### config.mk
export PLATFORM = sky130hd
export DESIGN_NAME = mac_window_feeder
export DESIGN_NICKNAME = d
export VERILOG_FILES = /design/src/rtl/mac_window_feeder.sv
export SDC_FILE = /design/constraint.sdc
export NUM_CORES = 1
export LEC_CHECK = 0
export ABC_AREA = 0
export CORE_MARGIN = 8
export CORE_UTILIZATION = 56
export DETAILED_ROUTE_END_ITERATION = 7
export PLACE_DENSITY = 0.78
export REMOVE_ABC_BUFFERS = 1
export SYNTH_ARGS = -nofsm -noshare
export SYNTH_HDL_FRONTEND = slang
export SYNTH_SLANG_ARGS = --single-unit
### constraint.sdc
create_clock -name clk -period 3.6 [get_ports clk]
set_clock_uncertainty 0.1 [all_clocks]
set_input_delay 0.36 -clock clk [delete_from_list [all_inputs] [get_ports clk]]
set_output_delay 0.36 -clock clk [all_outputs]
set_load 0.02 [all_outputs]
### src/rtl/mac_window_feeder.sv
// mac_window_feeder: buffers IN_DIM-element vectors in a small FIFO and places each one into an
// OUT_DIM-element output window at a sliding element offset that advances by STRIDE per window.
// Optional build macro MAC_WINDOW_HOLD_EN: lanes outside the placed slice keep the previous
// window (cleared on start); when undefined those lanes read as zero.
module mac_window_feeder #(
  parameter int unsigned DATA_WIDTH = 8,
  parameter int unsigned IN_DIM     = 3,
  parameter int unsigned OUT_DIM    = 8,
  parameter int unsigned STRIDE     = 1,
  parameter int unsigned DEPTH      = 4
) (
  input  logic                              clk,
  input  logic                              rst,
  input  logic                              start,
  input  logic                              in_valid,
  output logic                              in_ready,
  input  logic                              in_last,
  input  logic [IN_DIM*DATA_WIDTH-1:0]      in_vector,
  output logic                              out_valid,
  input  logic                              out_ready,
  output logic [OUT_DIM*DATA_WIDTH-1:0]     out_vector,
  output logic [$clog2(OUT_DIM):0]          out_offset,
  output logic                              busy,
  output logic                              all_done
);

  localparam int unsigned InW    = IN_DIM * DATA_WIDTH;
  localparam int unsigned OutW   = OUT_DIM * DATA_WIDTH;
  localparam int unsigned OffW   = $clog2(OUT_DIM) + 1;
  localparam int unsigned PtrW   = $clog2(DEPTH);
  localparam int unsigned CntW   = PtrW + 1;
  localparam int unsigned MaxOff = OUT_DIM - IN_DIM;

  typedef enum logic [1:0] {StIdle, StRun, StDrain, StDone} state_e;

  state_e            state_q;
  logic [InW-1:0]    mem_q [DEPTH];
  logic [PtrW-1:0]   wr_ptr_q, rd_ptr_q;
  logic [CntW-1:0]   count_q;
  logic [OffW-1:0]   off_q, off_d;
  logic [OutW-1:0]   out_vector_q;
  logic [OffW-1:0]   out_offset_q;
  logic              out_valid_q;
  logic              push, pop;
  logic [31:0]       shamt;
  logic [OutW-1:0]   head_ext, lane_mask, placed, win_d;

  assign in_ready   = (state_q == StRun) && (count_q < CntW'(DEPTH));
  assign push       = in_valid && in_ready;
  assign pop        = (count_q != '0) && (!out_valid_q || out_ready);
  assign out_valid  = out_valid_q;
  assign out_vector = out_vector_q;
  assign out_offset = out_offset_q;
  assign busy       = (state_q != StIdle);
  assign all_done   = (state_q == StDone);

  // FIFO storage; contents need no reset since count_q gates every read
  always_ff @(posedge clk) begin
    if (push) mem_q[wr_ptr_q] <= in_vector;
  end

  // FIFO pointers and occupancy; push and pop together leave the count unchanged
  always_ff @(posedge clk or posedge rst) begin
    if (rst) begin
      wr_ptr_q <= '0;
      rd_ptr_q <= '0;
      count_q  <= '0;
    end else begin
      if (push) wr_ptr_q <= wr_ptr_q + PtrW'(1);
      if (pop)  rd_ptr_q <= rd_ptr_q + PtrW'(1);
      if (push && !pop)      count_q <= count_q + CntW'(1);
      else if (!push && pop) count_q <= count_q - CntW'(1);
    end
  end

  // Next window offset: restart at zero on start, advance by STRIDE per pop, wrap past the end
  always_comb begin
    off_d = off_q;
    if (state_q == StIdle && start) begin
      off_d = '0;
    end else if (pop) begin
      if (int'(off_q) + STRIDE > MaxOff) off_d = '0;
      else                              off_d = off_q + OffW'(STRIDE);
    end
  end

  // Place the FIFO head at the current offset within the window
  always_comb begin
    shamt                = 32'(off_q) * DATA_WIDTH;
    head_ext             = '0;
    head_ext[InW-1:0]    = mem_q[rd_ptr_q];
    lane_mask            = '0;
    lane_mask[InW-1:0]   = '1;
    placed               = head_ext << shamt;
`ifdef MAC_WINDOW_HOLD_EN
    win_d = (out_vector_q & ~(lane_mask << shamt)) | placed;
`else
    win_d = placed;
`endif
  end

  // Run-control FSM together with the registered output window
  always_ff @(posedge clk or posedge rst) begin
    if (rst) begin
      state_q      <= StIdle;
      off_q        <= '0;
      out_vector_q <= '0;
      out_offset_q <= '0;
      out_valid_q  <= 1'b0;
    end else begin
      off_q <= off_d;
      unique case (state_q)
        StIdle: begin
          if (start) begin
            state_q <= StRun;
`ifdef MAC_WINDOW_HOLD_EN
            out_vector_q <= '0;
`endif
          end
        end
        StRun:   if (push && in_last) state_q <= StDrain;
        StDrain: if (count_q == '0 && !out_valid_q) state_q <= StDone;
        StDone:  state_q <= StIdle;
        default: state_q <= StIdle;
      endcase
      if (pop) begin
        out_vector_q <= win_d;
        out_offset_q <= off_q;
        out_valid_q  <= 1'b1;
      end else if (out_ready) begin
        out_valid_q  <= 1'b0;
      end
    end
  end

endmodule

# Word-level counts from Yosys, hierarchy flattened

Memory sizes are Yosys's and may differ from the RTL's.
Cells that the tools add are included.

Bits in registers: 82
Bits in writable memories: 96
Word-level logic and storage cells: 57
Input port bits: 30
Memories kept: 1
Output and inout bits: 72

Order comparisons: 2
Muxes and demuxes: 13
Shift-type cells: 1
Equality and inequality tests: 6
Reductions and logical operators: 20
Add/subtract/negate cells: 6

Memory list:

| name  | depth | bits a word | rd ports | clocked after Yosys merged registers in | write ports | line | text |
|---|---|---|---|---|---|---|---|
| mem_q | 4     | 24          | 1        | 0                                       | 1           | 37   | `logic [InW-1:0] mem_q [DEPTH];` |

Operators with widths:

| cell                                                                   | number |
|---|---|
| 24-bit by 7-bit << shifter with 64-bit output                          | 1 |
| 4-bit two-way mux                                                      | 3 |
| 1-bit logical AND                                                      | 8 |
| 2-bit one-hot mux with 4 select lines                                  | 1 |
| 2-bit nonzero test                                                     | 4 |
| 2-bit two-way mux                                                      | 3 |
| 3-bit two-way mux                                                      | 2 |
| 4-bit by 1-bit adder with 5-bit output (second input constant)         | 1 |
| 5-bit by 3-bit > comparator with 1-bit output (second input constant)  | 1 |
| 2-bit by 1-bit adder with 2-bit output (second input constant)         | 2 |
| 4-bit by 1-bit adder with 4-bit output (second input constant)         | 1 |
| 2-bit equality test (second input constant)                            | 2 |
| 1-bit two-way mux                                                      | 4 |
| 2-bit != test (second input constant)                                  | 2 |
| 3-bit by 1-bit adder with 3-bit output (second input constant)         | 1 |
| 1-bit zero test                                                        | 3 |
| 3-bit zero test                                                        | 1 |
| 3-bit < comparator (second input constant)                             | 1 |
| 3-bit AND reduction                                                    | 1 |
| 3-bit nonzero test                                                     | 1 |
| 3-bit by 1-bit subtractor with 3-bit output (second input constant)    | 1 |
| 2-bit by 1-bit equality test with 1-bit output (second input constant) | 1 |
| 2-bit zero test                                                        | 1 |
| 2-bit by 1-bit != test with 1-bit output (second input constant)       | 1 |
| 1-bit logical OR                                                       | 1 |

# Depth between registers and ports, before layout

Gate-level depths: netlist of the first run.

Depth in word-level cells: 7
Mapped depth: 12
Mapped depth without buffers: 10

# Worst setup path after synthesis of the first run

OpenSTA, ideal clock, no wires.

Kind: flip-flop to flip-flop
Start: reg out_valid_q, in the netlist out_valid
End: reg count_q[2]
Library setup time: 0.079 ns
Arrival: 2.504 ns
Setup slack: 0.917 ns
Data required time: 3.421 ns
Clock period less this slack: 2.683 ns
Cell stages (with the launch flop): 13
Cells stage by stage: dfrtp_1 -> nor2b_1 -> buf_2 -> nor2_4 -> inv_2 -> clkbuf_1 -> clkbuf_1 -> ha_1 -> inv_1 -> fa_1 -> xor2_1 -> nor2_1 -> xor2_1

Cells in the longest elaborated chain, start to end: 6
Elaborated cells between the ends (all ways): 8

Ends and longest elaborated chain:

| element                                                        | line | text |
|---|---|---|
| from (decl)                                                    | 43   | `logic out_valid_q;` |
| from (signal assigned)                                         | 109  | `out_valid_q <= 1'b0;` |
| from (signal assigned)                                         | 129  | `out_valid_q <= 1'b1;` |
| from (signal assigned)                                         | 131  | `out_valid_q <= 1'b0;` |
| 1-bit zero test *                                              | 50   | `assign pop = (count_q != '0) && (!out_valid_q \|\| out_ready);` |
| 1-bit logical OR *                                             | 50   |  |
| 1-bit logical AND *                                            | 50   |  |
| 1-bit zero test                                                | 71   | `if (push && !pop) count_q <= count_q + CntW'(1);` |
| 1-bit logical AND                                              | 71   |  |
| 3-bit two-way mux / 2-bit nonzero test (equally long branches) | --   |  |
| to (signal assigned)                                           | 71   |  |
| to (signal assigned)                                           | 72   | `else if (!push && pop) count_q <= count_q - CntW'(1);` |
| to (decl)                                                      | 39   | `logic [CntW-1:0] count_q;` |

Mark *: on every way between the ends. The rest lies on a longest branch, timed or not.
A chain may end at the register's enable or synchronous reset.

# Worst setup path in the final report of the first run

Start: reg state_q[1]
End: out in_ready

Cells in the longest elaborated chain, start to end: 2

Ends and longest elaborated chain:

| element                                        | line | text |
|---|---|---|
| from (decl)                                    | 36   | `state_e state_q;` |
| from (signal assigned)                         | 105  | `state_q <= StIdle;` |
| from (signal assigned)                         | 115  | `state_q <= StRun;` |
| from (signal assigned)                         | 121  | `StRun: if (push && in_last) state_q <= StDrain;` |
| 2-bit by 1-bit equality test with 1-bit output | 48   | `assign in_ready = (state_q == StRun) && (count_q < CntW'(DEPTH));` |
| 1-bit logical AND                              | 48   |  |
| to (decl)                                      | 16   | `output logic in_ready,` |

Every way passes these cells.

==> impl_metrics.env, run 1 <==
export IMPL_worst_pin_slew_ns=1.050
export IMPL_outcome="completed"
export IMPL_critPathLaunchType="flop"
export IMPL_synthTopCellsByArea="edfxtp_1 (36%), dfrtp_1 (25%), nand2_1 (4.1%)"
export IMPL_fin_util_pct=68.61
export IMPL_dieArea_mm2=0.01849
export IMPL_drt_pass1_iter_count=6
export IMPL_powerDensity_mw_per_mm2=861.3
export IMPL_grt_antenna_before_repair=0
export IMPL_maxSlewHeadroom_pct=29.98
export IMPL_path_class="flop to output pin"
export IMPL_grt_first_pass_wirelength_um=30220
export IMPL_arrival_ns=2.11
export IMPL_hpwl_um=13290
export IMPL_synth_ff_type="edfxtp_1"
export IMPL_fin_crit_sh_pct=71.43
export IMPL_multi_input_area_mm2=0.002875
export IMPL_clock_latency_ns=0.43
export IMPL_critPathRequiredTime_ns=3.14
export IMPL_ant_nets=0
export IMPL_initial_utilization_pct=56.31
export IMPL_synth_seq_cells=178
export IMPL_fin_crit_ns=2.572
export IMPL_io_pins=102
export IMPL_track_usage_pct=21.49
export IMPL_yosysSeqAreaShare_pct=61.22
export IMPL_final_cell_mix="clkdlybuf4s50_1 (101), edfxtp_1 (96), nand2_1 (89), dfrtp_1 (81), a22oi_1 (31)"
export IMPL_path_buf_inv=2
export IMPL_post_cts_buffers=0
export IMPL_n_antenna_cell=0
export IMPL_synth_edff_count=96
export IMPL_cts_sinks=178
export IMPL_cts_resized=0
export IMPL_drv_cap=0
export IMPL_hold_path_class="primary input to async pin"
export IMPL_cp_end_kind="output pin"
export IMPL_pre_cts_ws_ns=0.9985
export IMPL_cts_buffer_depth=2
export IMPL_regArea_mm2=0.004936
export IMPL_viasPerCell=6.108
export IMPL_core_mm2=0.01431
export IMPL_hold_viol=0
export IMPL_netlist_area_mm2=0.008060
export IMPL_fin_ws_ns=1.028
export IMPL_h_tree_depth=4
export IMPL_grt_start_max_net_pins=61
export IMPL_hold_buffers=0
export IMPL_worst_path_max_delay_cell="clkdlybuf4s50_1"
export IMPL_setup_viol=0
export IMPL_wirelength_um=19130
export IMPL_rows=44
export IMPL_max_stage_delay_ns=0.68
export IMPL_power_leakage_nw=3.946
export IMPL_wl_per_cell_um=21.59
export IMPL_reg2reg_depth=10
export IMPL_finalSetupTns_ns=0
export IMPL_cts_tree="done"
export IMPL_drt_iter0_drc=641
export IMPL_port_buffers=101
export IMPL_drc=0
export IMPL_grt_pass1_vias=5582
export IMPL_maxSlewViolCount=0
export IMPL_async_flop_share_pct=46.07
export IMPL_dr_total_vias=5412
export IMPL_syn_avg_cell_area_um2=13.73
export IMPL_fillers=1003
export IMPL_yosysTopAreaCell="edfxtp_1"
export IMPL_place_congestion=0.8526
export IMPL_rrSetupSlack_ns=1.04
export IMPL_r2r_start="state_q[1]"
export IMPL_grt_overflow=0
export IMPL_synth_warnings=0
export IMPL_syn_inst=587
export IMPL_final_common_cell="clkdlybuf4s50_1"
export IMPL_rsz0062_at_grt="false"
export IMPL_fmax_mhz=388.9
export IMPL_crit_family="buffers and inverters"
export IMPL_worstPathMaxFanout=6
export IMPL_final_cells=886
export IMPL_drive_gt1_share_pct=15.24
export IMPL_nets=733
export IMPL_peakVddDrop_mv=0.4861
export IMPL_cts_buffers=17
export IMPL_yosysTopAreaCellShare_pct=35.77
export IMPL_path_cells="inv_1, ha_1, nor2b_1, clkdlybuf4s50_1"
export IMPL_cts_root_buf="clkbuf_16"
export IMPL_fp_dieW_um=136.0
export IMPL_dpl_cell_count=855
export IMPL_r2r_end="count_q[2]"
export IMPL_die_y_um=136.0
export IMPL_synthToLayoutAreaGrowth_pct=21.84
export IMPL_synthDistinctLibCells=52
export IMPL_path_clk_slew_ns=0.06
-- layout make-up --
class,instances,share of cell area [%]
sequential,178,50.26
multi-input combinational,356,29.28
clock inverter,11,1.414
inverter,21,0.8154
clock buffer,20,4.446
tap,184,2.344
timing repair buffer,116,11.44
-- stage by stage --
stage | power, mW | hold WS, ns | area (um2)
6_report | 8.459 | 0.3624 | 9821
5_1_grt | 8.861 | 0.3909 | 9821
4_1_cts | 8.465 | 0.3710 | 9821
3_5_place_dp | 6.644 | 0.3570 | 9245
3_3_place_gp | 6.527 | 0.3510 | 9245
2_1_floorplan | 5.222 | 0.3589 | 7886
-- cell usage after synthesis (6+ instances only) --
cell type	count
nand2b_1	7
and3_1	6
mux2i_1	23
mux2_4	21
dfrtp_1	82
nor4_2	7
a222oi_1	10
nor2_1	12
inv_1	19
a22oi_1	31
clkbuf_1	10
mux4_2	13
ha_1	12
mux2_1	8
mux2_2	8
o21ai_0	6
or4_1	6
edfxtp_1	96
o221ai_1	9
o21ai_1	17
nor2b_1	7
nand2_1	89
buf_2	13
-- power breakdown --
group / switching (mW) / internal, mW / leakage, nW / total [mW]
registers: 0.389 / 2.59 / 1.93 / 2.98
logic: 2.08 / 1.59 / 1.75 / 3.67
clock network: 0.729 / 1.08 / 0.268 / 1.81
total: 3.19 / 5.26 / 3.95 / 8.46
-- how the worst max path moves through the flow --
stage / startpoint / endpoint / slack, ns / cells after the start
5_1_grt: state_q[1] / count_q[2] / 0.87 / 10
2_1_floorplan: out_valid / count_q[2] / -0.03 / 9
3_5_place_dp: out_ready / out_vector[32] / 1.0 / 7
6_report: state_q[1] / in_ready / 1.03 / 4
4_1_cts: state_q[1] / in_ready / 1.01 / 4
3_3_place_gp: out_ready / out_vector[32] / 1.06 / 7
-- per-layer routing --
metal / vias up / GRT usage, % / share of wire [%]
met2: 274 / 34.55 / 49
met3: 44 / 5.617 / 8.4
li1: 2421 / - / -
met1: 2673 / 26.18 / 39
met5: - / 0 / 0
met4: 0 / 11.41 / 3.6
-- registers in the layout, indices dropped and copies added (netlist names) --
name        cells
count_q         3
mem_q          96
off_q           4
out_offset      4
out_valid       1
out_vector     64
rd_ptr_q        2
state_q         2
wr_ptr_q        2
-- cell families after synthesis --
family | share of synthesized area [%]
fa+ha+maj | 2.111
mux | 12.64
compound gates | 9.795
xor+xnor | 0.7606
buf+inv | 3.136
flops | 61.22
simple gates | 10.34
No activity file was read; power rests on OpenSTA's default activity.
==> run 2: changes to the inputs <==
- CORE_UTILIZATION: 56 -> 50
- PLACE_DENSITY: 0.78 -> 0.73
- clock period: 3.6 -> 2.2 ns (I/O delays scaled with it)
==> run 2 against run 1 <==
Cell area increased by 5.0%. Via count up 3.7%. Die area up 11%. Global-route usage is 1.1 points lower. Wire length up 6.9%. Count of clock-buffer cells in the layout shrank 3. Sequential power rose by 61%. Hold slack worse by 0.28 ns. Final cell count increased by 7.7%. Clock power up 65%.
==> impl_metrics.env, run 2 (synthesized netlist as in run 1, its figures left out) <==
export IMPL_final_common_cell="clkdlybuf4s50_1"
export IMPL_h_tree_depth=4
export IMPL_fmax_mhz=455.0
export IMPL_fin_ws_ns=0.002369
export IMPL_track_usage_pct=20.42
export IMPL_ant_nets=0
export IMPL_max_stage_delay_ns=0.54
export IMPL_largest_register_ffs=96
export IMPL_path_cells="buf_4, clkbuf_16, mux2_2, mux4_2, a22oi_1, nand2_1"
export IMPL_place_congestion=0.8317
export IMPL_wl_per_cell_um=21.43
export IMPL_drv_cap=0
export IMPL_pre_cts_ws_ns=-0.1251
export IMPL_rows=46
export IMPL_fillers=1163
export IMPL_cts_root_buf="clkbuf_16"
export IMPL_cts_sinks=178
export IMPL_worst_pin_slew_ns=0.6209
export IMPL_critPathLaunchType="flop"
export IMPL_hpwl_um=14050
export IMPL_grt_pass1_vias=5896
export IMPL_largest_register="mem_q"
export IMPL_grt_antenna_before_repair=1
export IMPL_fin_crit_sh_pct=99.89
export IMPL_cts_tree="done"
export IMPL_final_cell_mix="clkdlybuf4s50_1 (99), edfxtp_1 (96), nand2_1 (89), dfrtp_1 (78), buf_4 (40)"
export IMPL_cp_end_kind="flop"
export IMPL_multi_input_area_mm2=0.002923
export IMPL_path_class="flop to flop"
export IMPL_grt_first_pass_wirelength_um=31480
export IMPL_port_buffers=101
export IMPL_hold_path_class="primary input to async pin"
export IMPL_clock_latency_ns=0.44
export IMPL_critPathRequiredTime_ns=2.42
export IMPL_hold_buffers=0
export IMPL_rsz0062_at_grt="true"
export IMPL_outcome="completed"
export IMPL_worstPathMaxFanout=12
export IMPL_final_cells=954
export IMPL_dieArea_mm2=0.02044
export IMPL_maxSlewViolCount=0
export IMPL_drive_gt1_share_pct=20.73
export IMPL_peakVddDrop_mv=0.7124
export IMPL_drt_pass1_iter_count=6
export IMPL_fp_dieW_um=143.0
export IMPL_core_mm2=0.01583
export IMPL_power_leakage_nw=4.185
export IMPL_n_antenna_cell=0
export IMPL_grt_start_max_net_pins=83
export IMPL_powerDensity_mw_per_mm2=1408
export IMPL_io_pins=102
export IMPL_initial_utilization_pct=50.92
export IMPL_viasPerCell=5.882
export IMPL_fin_crit_ns=2.198
export IMPL_dr_total_vias=5611
export IMPL_cts_buffers=17
export IMPL_path_clk_slew_ns=0.06
export IMPL_setup_viol=0
export IMPL_arrival_ns=2.42
export IMPL_hold_viol=0
export IMPL_grt_overflow=0
export IMPL_drt_iter0_drc=534
export IMPL_synthToLayoutAreaGrowth_pct=27.89
export IMPL_drc=0
export IMPL_wirelength_um=20450
export IMPL_worst_path_max_delay_cell="mux4_2"
export IMPL_hold_slack_ns=0.07884
export IMPL_cts_buffer_depth=2
export IMPL_nets=768
export IMPL_regArea_mm2=0.004940
export IMPL_die_y_um=143.0
export IMPL_maxSlewHeadroom_pct=57.43
export IMPL_dpl_cell_count=914
-- run 2: cell count changes in the layout (fill, tap and decap cells not counted), moves of 3 or more --
cell,before,now
clkbuf_1,3,0
buf_12,0,7
dfrtp_1,81,78
dfrtp_2,1,4
buf_4,15,40
inv_6,0,4
-- run 2: stage by stage --
stage                     instance area (um2)  util, %  setup TNS [ns]  power (mW)
after global placement                   9575    60.50               0       11.01
after detailed placement                 9575    60.50         -0.1251       11.22
after global routing                    10310    65.13         -0.1533       15.24
after CTS                               10170    64.26        -0.08420       14.24
final                                   10310    65.13               0       14.52
after floorplan                          7886        -          -84.21       8.544
-- run 2: area by class of cell --
type	count	share of cell area [%]
sequential	178	47.92
multi-input combinational	356	28.35
clock inverter	15	1.517
inverter	21	0.7768
timing repair buffer	151	14.69
tap	216	2.622
clock buffer	17	4.127
-- run 2: worst max-delay path, delay by kind of cell (launching register included) --
family	cells	cell delay, ns
flops	1	0.43
mux	2	0.91
buf+inv	2	0.31
compound gates	1	0.25
simple gates	1	0.08
-- run 2: timing repair --
action,CTS,global route
pin swaps,1,5
cloned,0,2
setup buffers,0,6
resized for setup,7,11
hold endpoints to repair,0,0
endpoints found under the setup margin,4,12
-- run 2: where the power goes --
group	internal (mW)	switching [mW]	total, mW
Clock	1.68	1.30	2.98
Combinational	3.08	3.65	6.72
Sequential	4.24	0.565	4.81
-- run 2: worst paths after layout --
path	cells past startpoint	slack (ns)	endpoint	start
max	6	0.002	out_vector[23]	rd_ptr_q[1]
min	3	0.08	state_q[0]	rst
max reg2reg	6	0.002	out_vector[23]	rd_ptr_q[1]
min reg2reg	2	0.37	out_vector[63]	out_vector[63]
max in group asynchronous	3	1.51	rd_ptr_q[1]	rst
min in group clk	1	0.32	mem_q[0][1]	in_vector[1]
-- run 2: per-layer routing --
metal | track usage [%] | wire (um) | vias up
met5 | 0 | 13 | -
met4 | 9.732 | 617 | 2
met3 | 6.077 | 1814 | 53
met2 | 33.74 | 10050 | 264
met1 | 23.96 | 7947 | 2786
li1 | - | - | 2506
==> run 3: changes to the inputs <==
- SKIP_LAST_GASP: unset -> 1
==> run 3 against run 2 <==
The flow now finishes with violations (negative setup slack). Register-to-register slack is essentially flat. First-iteration DRC count shrank 4.3%. Clock power about the same. Core utilization is essentially flat. Critical path type unchanged. Largest power group unchanged. Highest routed layer unchanged.
==> impl_metrics.env, run 3 (synthesized netlist as in run 1, its figures left out) <==
export IMPL_cts_sinks=178
export IMPL_r2r_end="out_vector[23]"
export IMPL_hold_viol=0
export IMPL_clock_latency_ns=0.43
export IMPL_worst_pin_slew_ns=0.6150
export IMPL_arrival_ns=2.43
export IMPL_dr_total_vias=5602
export IMPL_cts_tree="done"
export IMPL_dieArea_mm2=0.02044
export IMPL_power_leakage_nw=4.181
export IMPL_hold_path_class="primary input to async pin"
export IMPL_core_mm2=0.01583
export IMPL_powerDensity_mw_per_mm2=1409
export IMPL_die_y_um=143.0
export IMPL_cp_end_kind="flop"
export IMPL_maxSlewViolCount=0
export IMPL_viasPerCell=5.872
export IMPL_drv_cap=0
export IMPL_path_clk_slew_ns=0.07
export IMPL_ant_nets=0
export IMPL_path_class="flop to flop"
export IMPL_track_usage_pct=20.42
export IMPL_initial_utilization_pct=50.92
export IMPL_worstPathMaxFanout=12
export IMPL_fillers=1163
export IMPL_drt_iter0_drc=511
export IMPL_hpwl_um=14050
export IMPL_fin_ws_ns=-0.008538
export IMPL_port_buffers=101
export IMPL_reg2reg_depth=6
export IMPL_h_tree_depth=4
export IMPL_synthToLayoutAreaGrowth_pct=27.85
export IMPL_maxSlewHeadroom_pct=57.82
export IMPL_grt_first_pass_wirelength_um=31480
export IMPL_r2r_start="rd_ptr_q[1]"
export IMPL_grt_pass1_vias=5896
export IMPL_critPathRequiredTime_ns=2.42
export IMPL_fin_crit_ns=2.209
export IMPL_grt_met1_usage_pct=23.96
export IMPL_peakVddDrop_mv=0.7085
export IMPL_fin_crit_sh_pct=100.4
export IMPL_cts_root_buf="clkbuf_16"
export IMPL_p_total_mw=14.52
export IMPL_fp_dieW_um=143.0
export IMPL_drive_gt1_share_pct=20.73
export IMPL_drc=0
export IMPL_violations="negative setup slack"
export IMPL_rsz0062_at_grt="true"
export IMPL_largest_register_ffs=96
export IMPL_wirelength_um=20470
export IMPL_final_cell_mix="clkdlybuf4s50_1 (99), edfxtp_1 (96), nand2_1 (89), dfrtp_1 (78), buf_4 (40)"
export IMPL_nets=768
export IMPL_rows=46
export IMPL_grt_met2_usage_pct=33.74
export IMPL_hold_buffers=0
export IMPL_grt_antenna_before_repair=1
export IMPL_use_met3_pct=6.077
export IMPL_cts_buffer_depth=2
export IMPL_finalSetupTns_ns=-0.008538
export IMPL_critPathLaunchType="flop"
export IMPL_setup_viol=1
export IMPL_io_pins=102
export IMPL_gr_max_usage_layer="met2"
export IMPL_n_antenna_cell=0
export IMPL_fmax_mhz=452.8
export IMPL_place_congestion=0.8317
export IMPL_final_common_cell="clkdlybuf4s50_1"
export IMPL_grt_overflow=0
export IMPL_drt_pass1_iter_count=7
export IMPL_cts_buffers=17
export IMPL_rrSetupSlack_ns=-0.009
export IMPL_largest_register="mem_q"
export IMPL_outcome="finished with violations"
export IMPL_grt_start_max_net_pins=83
export IMPL_wl_per_cell_um=21.45
export IMPL_hold_slack_ns=0.08015
## run 3: final cells by class
cell class                 instances  area [um2]  share of cell area [%]
clock buffer                      17       425.4                   4.128
clock inverter                    15       156.4                   1.518
inverter                          21       80.08                  0.7771
multi-input combinational        356        2919                   28.33
sequential                       178        4940                   47.94
tap                              216       270.3                   2.623
timing repair buffer             151        1514                   14.69
## run 3: how the worst max path moves through the flow
stage                      startpoint             end  slack, ns  depth (start not counted)
final                     rd_ptr_q[1]  out_vector[23]     -0.009                          6
after global routing      rd_ptr_q[1]  out_vector[49]      -0.07                          5
after CTS                  state_q[1]      count_q[2]      -0.04                         10
after detailed placement   state_q[1]      count_q[2]      -0.13                         10
after global placement      out_ready      count_q[2]       0.06                         10
after floorplan             out_valid      count_q[2]      -1.43                          9
## run 3: layer usage
metal  wire, um  vias up
met5         13        -
met4        573        2
met3       1727       48
met2      10080      258
met1       8068     2794
li1           -     2500
## run 3: what timing repair did
item | 4_1_cts | 5_1_grt
pin swaps | 1 | 5
setup buffers | 0 | 6
endpoints found under the hold margin | 0 | 0
resized for setup | 7 | 10
setup endpoints to repair | 4 | 12
gates cloned | 0 | 2
## run 3: critical path, cell delays in order (launching register included)
cell       delay, ns
dfrtp_2         0.43
buf_4           0.15
clkbuf_16       0.16
mux2_2          0.37
mux4_2          0.54
a22oi_1         0.26
nand2_1         0.08
## run 3: report_power, final
part / switching [mW] / internal (mW) / leakage (nW)
Sequential: 0.568 / 4.24 / 1.93
Combinational: 3.65 / 3.07 / 1.97
Clock: 1.31 / 1.68 / 0.278
Total: 5.52 / 9.00 / 4.18
## run 3: metrics by stage
stage	cells	utilization [%]	area (um2)	setup slack, ns
floorplan	555	-	7886	-1.434
global placement	914	60.50	9575	0.06306
detailed placement	914	60.50	9575	-0.1251
CTS	946	64.26	10170	-0.04448
global route	954	65.11	10300	-0.06932
finish	954	65.11	10300	-0.008538
